<file path="config.mk">
export PLATFORM = sky130hd
export DESIGN_NAME = inv_key_expansion
export DESIGN_NICKNAME = d
export VERILOG_FILES = /design/src/rtl/aes_pkg.sv /design/src/rtl/keyScheduleCore.sv /design/src/rtl/inv_key_expansion.sv
export SDC_FILE = /design/constraint.sdc
export NUM_CORES = 2
export LEC_CHECK = 0
export ABC_CLOCK_PERIOD_IN_PS = 25600
export CAP_MARGIN = 40
export CORE_MARGIN = 8
export CORE_UTILIZATION = 65
export DETAILED_ROUTE_END_ITERATION = 16
export GPL_TIMING_DRIVEN = 0
export MAX_ROUTING_LAYER = met4
export PLACE_DENSITY = 0.9
export SLEW_MARGIN = 20
export SYNTH_ARGS = -nofsm -noshare
export SYNTH_HDL_FRONTEND = slang
export SYNTH_SLANG_ARGS = --single-unit
</file>
<file path="constraint.sdc">
create_clock -name clk -period 25.6 [get_ports clk]
set_clock_uncertainty 0.15 [all_clocks]
set_input_delay 2.56 -clock clk [delete_from_list [all_inputs] [get_ports clk]]
set_output_delay 2.56 -clock clk [all_outputs]
set_load 0.01 [all_outputs]
</file>
<file path="src/rtl/aes_pkg.sv">
// Shared AES definitions for the inverse key-schedule block: FSM state enum,
// fixed sizes, the Rcon table and the S-box helpers used by keyScheduleCore.
package aes_pkg;

    localparam int NUM_ROUNDS = 10;
    localparam int KEY_W      = 128;

    typedef enum logic {
        IDLE = 1'b0,
        EMIT = 1'b1
    } state_t;

    // Round constant for rounds 1..10; round 0 has no constant.
    function automatic logic [7:0] rcon(input logic [3:0] round);
        case (round)
            4'd1:    rcon = 8'h01;
            4'd2:    rcon = 8'h02;
            4'd3:    rcon = 8'h04;
            4'd4:    rcon = 8'h08;
            4'd5:    rcon = 8'h10;
            4'd6:    rcon = 8'h20;
            4'd7:    rcon = 8'h40;
            4'd8:    rcon = 8'h80;
            4'd9:    rcon = 8'h1b;
            4'd10:   rcon = 8'h36;
            default: rcon = 8'h00;
        endcase
    endfunction

    // GF(2^8) multiply modulo x^8 + x^4 + x^3 + x + 1.
    function automatic logic [7:0] gf_mul(input logic [7:0] a, input logic [7:0] b);
        logic [7:0] acc;
        logic [7:0] aa;
        acc = 8'h00;
        aa  = a;
        for (int i = 0; i < 8; i++) begin
            if (b[i]) acc = acc ^ aa;
            aa = {aa[6:0], 1'b0} ^ (aa[7] ? 8'h1b : 8'h00);
        end
        return acc;
    endfunction

    // S-box computed as multiplicative inverse (x^254, so 0 maps to 0)
    // followed by the AES affine transform; avoids a 256-entry table.
    function automatic logic [7:0] sbox(input logic [7:0] x);
        logic [7:0] sq;
        logic [7:0] inv;
        sq  = gf_mul(x, x);
        inv = sq;
        for (int i = 0; i < 6; i++) begin
            sq  = gf_mul(sq, sq);
            inv = gf_mul(inv, sq);
        end
        return inv
             ^ {inv[6:0], inv[7]}
             ^ {inv[5:0], inv[7:6]}
             ^ {inv[4:0], inv[7:5]}
             ^ {inv[3:0], inv[7:4]}
             ^ 8'h63;
    endfunction

endpackage

</file>
<file path="src/rtl/keyScheduleCore.sv">
// AES key-schedule core: SubWord(RotWord(inputWord)) ^ {Rcon(roundNumber), 24'h0}.
module keyScheduleCore
    import aes_pkg::*;
(
    input  logic [31:0] inputWord,
    input  logic [3:0]  roundNumber,
    output logic [31:0] outputWord
);

    logic [31:0] rot_word;
    logic [31:0] sub_word;

    assign rot_word = {inputWord[23:0], inputWord[31:24]};

    // Byte-wise substitution of the rotated word, then fold in the round constant.
    always_comb begin
        sub_word = {sbox(rot_word[31:24]), sbox(rot_word[23:16]),
                    sbox(rot_word[15:8]),  sbox(rot_word[7:0])};
        outputWord = sub_word ^ {rcon(roundNumber), 24'h000000};
    end

endmodule

</file>
<file path="src/rtl/inv_key_expansion.sv">
// Inverse AES-128 key expansion: given the round-10 key, streams round keys
// 10 down to 0 over a valid/ready handshake, one key per accepted cycle.
// Optional build macro INV_KEY_ZEROIZE_EN clears the key register on the
// final handshake and masks round_key_out whenever key_valid is low.
module inv_key_expansion
    import aes_pkg::*;
(
    input  logic         clk,
    input  logic         rst,
    input  logic         start,
    input  logic [127:0] key_in,
    input  logic         key_ready,
    output logic         key_valid,
    output logic [127:0] round_key_out,
    output logic [3:0]   round_num,
    output logic         busy,
    output logic         done
);

    state_t             state;
    logic [KEY_W-1:0]   key_reg;
    logic [3:0]         round_reg;

    logic [31:0] c0, c1, c2, c3;
    logic [31:0] p0, p1, p2, p3;
    logic [31:0] core_out;
    logic        handshake;

    // Word 0 lives in the top 32 bits, matching key_in ordering.
    assign c0 = key_reg[127:96];
    assign c1 = key_reg[95:64];
    assign c2 = key_reg[63:32];
    assign c3 = key_reg[31:0];

    // Undo the forward schedule word by word; p0 needs the core term on p3.
    assign p3 = c3 ^ c2;
    assign p2 = c2 ^ c1;
    assign p1 = c1 ^ c0;
    assign p0 = c0 ^ core_out;

    keyScheduleCore u_core (
        .inputWord   (p3),
        .roundNumber (round_reg),
        .outputWord  (core_out)
    );

    assign handshake = key_valid & key_ready;
    assign round_num = round_reg;

`ifdef INV_KEY_ZEROIZE_EN
    assign round_key_out = key_valid ? key_reg : '0;
`else
    assign round_key_out = key_reg;
`endif

    // FSM plus datapath registers; key_valid, busy and done are registered flags.
    // NOTE: all state here uses non-blocking assignments so every register
    // samples pre-edge values, independent of statement order.
    always_ff @(posedge clk or posedge rst) begin
        if (rst) begin
            state     <= IDLE;
            key_reg   <= '0;
            round_reg <= 4'd0;
            key_valid <= 1'b0;
            busy      <= 1'b0;
            done      <= 1'b0;
        end else begin
            done <= 1'b0;
            case (state)
                IDLE: begin
                    if (start) begin
                        key_reg   <= key_in;
                        round_reg <= 4'(NUM_ROUNDS);
                        key_valid <= 1'b1;
                        busy      <= 1'b1;
                        state     <= EMIT;
                    end
                end
                EMIT: begin
                    if (handshake) begin
                        if (round_reg != 4'd0) begin
                            key_reg   <= {p0, p1, p2, p3};
                            round_reg <= round_reg - 4'd1;
                        end else begin
`ifdef INV_KEY_ZEROIZE_EN
                            key_reg   <= '0;
`endif
                            key_valid <= 1'b0;
                            busy      <= 1'b0;
                            done      <= 1'b1;
                            state     <= IDLE;
                        end
                    end
                end
                default: state <= IDLE;
            endcase
        end
    end

endmodule

</file>
==> results_dict.tcl <==
set metrics [dict create \
    status "completed" \
    grt_first_pass_wirelength_mm 353.2 \
    ys_ff_latch 135 \
    async_reset_ff_share_pct 100.0 \
    crit_end "round_key_out[124]" \
    drc 0 \
    syn_area_per_cell_um2 7.607 \
    stdcell_area_um2 69530 \
    ys_seq_area_share_pct 5.301 \
    cp-startpoint "round_key_out[55]" \
    cp-end-kind "flip-flop" \
    wl_per_cell_um 22.94 \
    cts_resized 0 \
    finalHoldViolations 0 \
    grt_max_degree 85 \
    crit_top_cell "clkbuf_1" \
    postRouteWirelength_mm 231.2 \
    timing.final.crit_share_pct 85.66 \
    antenna_left 0 \
    relSlewSlack_pct 37.31 \
    clock_latency_ns 0.48 \
    r2r_end "round_key_out[124]" \
    synth_edf_count 0 \
    max_freq_mhz 45.60 \
    cts_setup_buffers 0 \
    cts_max_level 4 \
    synth_top_area_share_pct 21.38 \
    row_count 115 \
    synth.most_common_cell "xnor2_1" \
    hpwl_mm 178.7 \
    areaGrowthSynthToFinish_pct 9.094 \
    synthDistinctLibCells 122 \
    first_global_vias 61120 \
    worst_pin_slew_ns 0.9337 \
    hold_path_class "flip-flop to flip-flop" \
    rrSetupSlack_ns 3.67 \
    maxSlewViolCount 0 \
    gp_congestion 1.045 \
    syn_nets 8534 \
    tritoncts "done" \
    synthTopCellsByCount "1556 x xnor2_1, 1212 x nor2_1, 770 x nand2_1" \
    grt.overflow.total 0 \
    cts_buffer_depth 2 \
    first_iter_violations 8714 \
    layout-drive-gt1-share_pct 7.201 \
    dieWidth_um 329.1 \
    die_y_um 329.1 \
    io_pins 267 \
    cp.arrival_ns 22.15 \
    worstSetupPathType "flip-flop to flip-flop" \
    fin_setup_tns_ns 0 \
    dr.pass1.iters 9 \
    cts.sinks 135 \
    cp-start-kind "flip-flop" \
    fill_cells 8241 \
    vias_per_cell 6.587 \
    reg2reg_depth 62 \
    path_clk_slew_ns 0.08 \
    ys_top_cells_by_area "xnor2_1 21%, xnor3_1 13%, nor2_1 7.1%" \
    cap_violations 0 \
    ctsHoldBuffers 0 \
    synth.cell_area_um2 63730 \
    antenna_found_initial 15 \
    slowest_stage "xnor2_1" \
    place_area_um2 68640 \
    slowest_delay_ns 0.72 \
    rr_startpoint "round_key_out[55]" \
    crit_required_ns 25.82 \
    dieArea_um2 108300 \
    holdWs_ns 0.3874 \
    num-nets-final 8919 \
    worstPathMaxFanout 10 \
    yosysWarnings 0 \
    port_buffers 266 \
    start_util_pct 65.14 \
    ys.flop_type "dfrtp_1" \
    fin_crit_ns 21.93 \
    cts_buffers 17 \
    track_usage_pct 41.50 \
    rsz0062_at_grt "false" \
    synth_top_area_cell "xnor2_1" \
    vias 66410 \
    core_area_um2 97840 \
    multi_input_comb_area_um2 57600 \
    setup_viol 0 \
    synth_cells 8378 \
    cts_root_buffer "clkbuf_16" \
    seqCellArea_um2 3378 \
]
[cell usage in the layout, fill, tap and decap left out, types with 77 or more instances in the layout]
cell type,count
clkdlybuf4s50_1,266
mux2i_1,211
o21ai_0,392
nand3_1,239
xor2_1,430
dfrtp_1,135
xnor2_2,102
xnor2_1,1555
nor3_1,220
a211oi_1,77
o22ai_1,102
nand2b_1,118
a21oi_1,530
o211ai_1,79
nand2_1,770
xnor3_1,357
clkbuf_1,367
nor2_1,1212
buf_2,148
[critical path: cells and delay by family (launching register included)]
| family | cells | cell delay [ns] |
|---|---|---|
| XOR/XNOR | 20 | 8.49 |
| multiplexers | 1 | 0.26 |
| adder cells (fa/ha/maj) | 5 | 1.81 |
| buffers and inverters | 20 | 6.95 |
| flip-flops | 1 | 0.58 |
| AND/OR/NAND/NOR | 7 | 0.86 |
| AO/OA/AOI/OAI | 9 | 2.66 |
[metal layers]
metal  vias to the layer above  routed length (µm)  track usage, %
met2                      4499               99770           61.72
met4                         0                9965           16.22
li1                      29760                   -               -
met3                       735               30460           10.15
met5                         -                   0               -
met1                     31410               91040           54.32
[state kept, by name, indices dropped and copies added, names as in the netlist]
register and count:
busy 1, done 1, round_key_out 128, round_num 4
state 1
[per-stage QoR]
step / instances / worst slack [ns] / utilization [%]
after floorplan: 8378 / 8.973 / -
after detailed placement: 9997 / 4.080 / 70.15
final: 10080 / 3.670 / 71.06
after global placement: 9931 / 4.255 / 69.50
after CTS: 10030 / 3.992 / 70.72
after global routing: 10080 / 2.610 / 71.05
[layout make-up]
cell class,instances,area share (%)
antenna,18,0.06479
buffer,572,3.486
clock buffer,17,0.6119
clock inverter,15,0.1908
inverter,89,0.4913
multi-input combinational,7582,82.85
sequential,135,4.859
tap,1287,2.316
timing repair buffer,366,5.129
[worst min-delay path by stage]
stage	from	end	slack [ns]	cells past startpoint
after floorplan	round_key_out[0]	round_key_out[0]	0.40	2
after global placement	round_key_out[17]	round_key_out[17]	0.36	2
after detailed placement	round_key_out[17]	round_key_out[17]	0.37	2
after CTS	round_key_out[17]	round_key_out[17]	0.39	2
after global routing	round_key_out[0]	round_key_out[0]	0.44	2
final	round_key_out[17]	round_key_out[17]	0.39	2
[cells by family (layout without fill, tap and decap cells)]
family | after synthesis | count (layout) | share of synthesized area [%]
muxes | 252 | 252 | 4.154
buffers and inverters | 661 | 1059 | 4.325
AOI/OAI and AO/OA | 1763 | 1763 | 17.62
and+or+nand+nor | 2959 | 2959 | 20.69
adders and majority gates | 24 | 24 | 0.4712
xor gates and xnor gates | 2584 | 2584 | 47.44
other | 0 | 18 | 0
DFF | 135 | 135 | 5.301
Power is left out: the tool's default activity adds up to more than one toggle a clock period on the data nets, which glitch-free logic cannot reach.
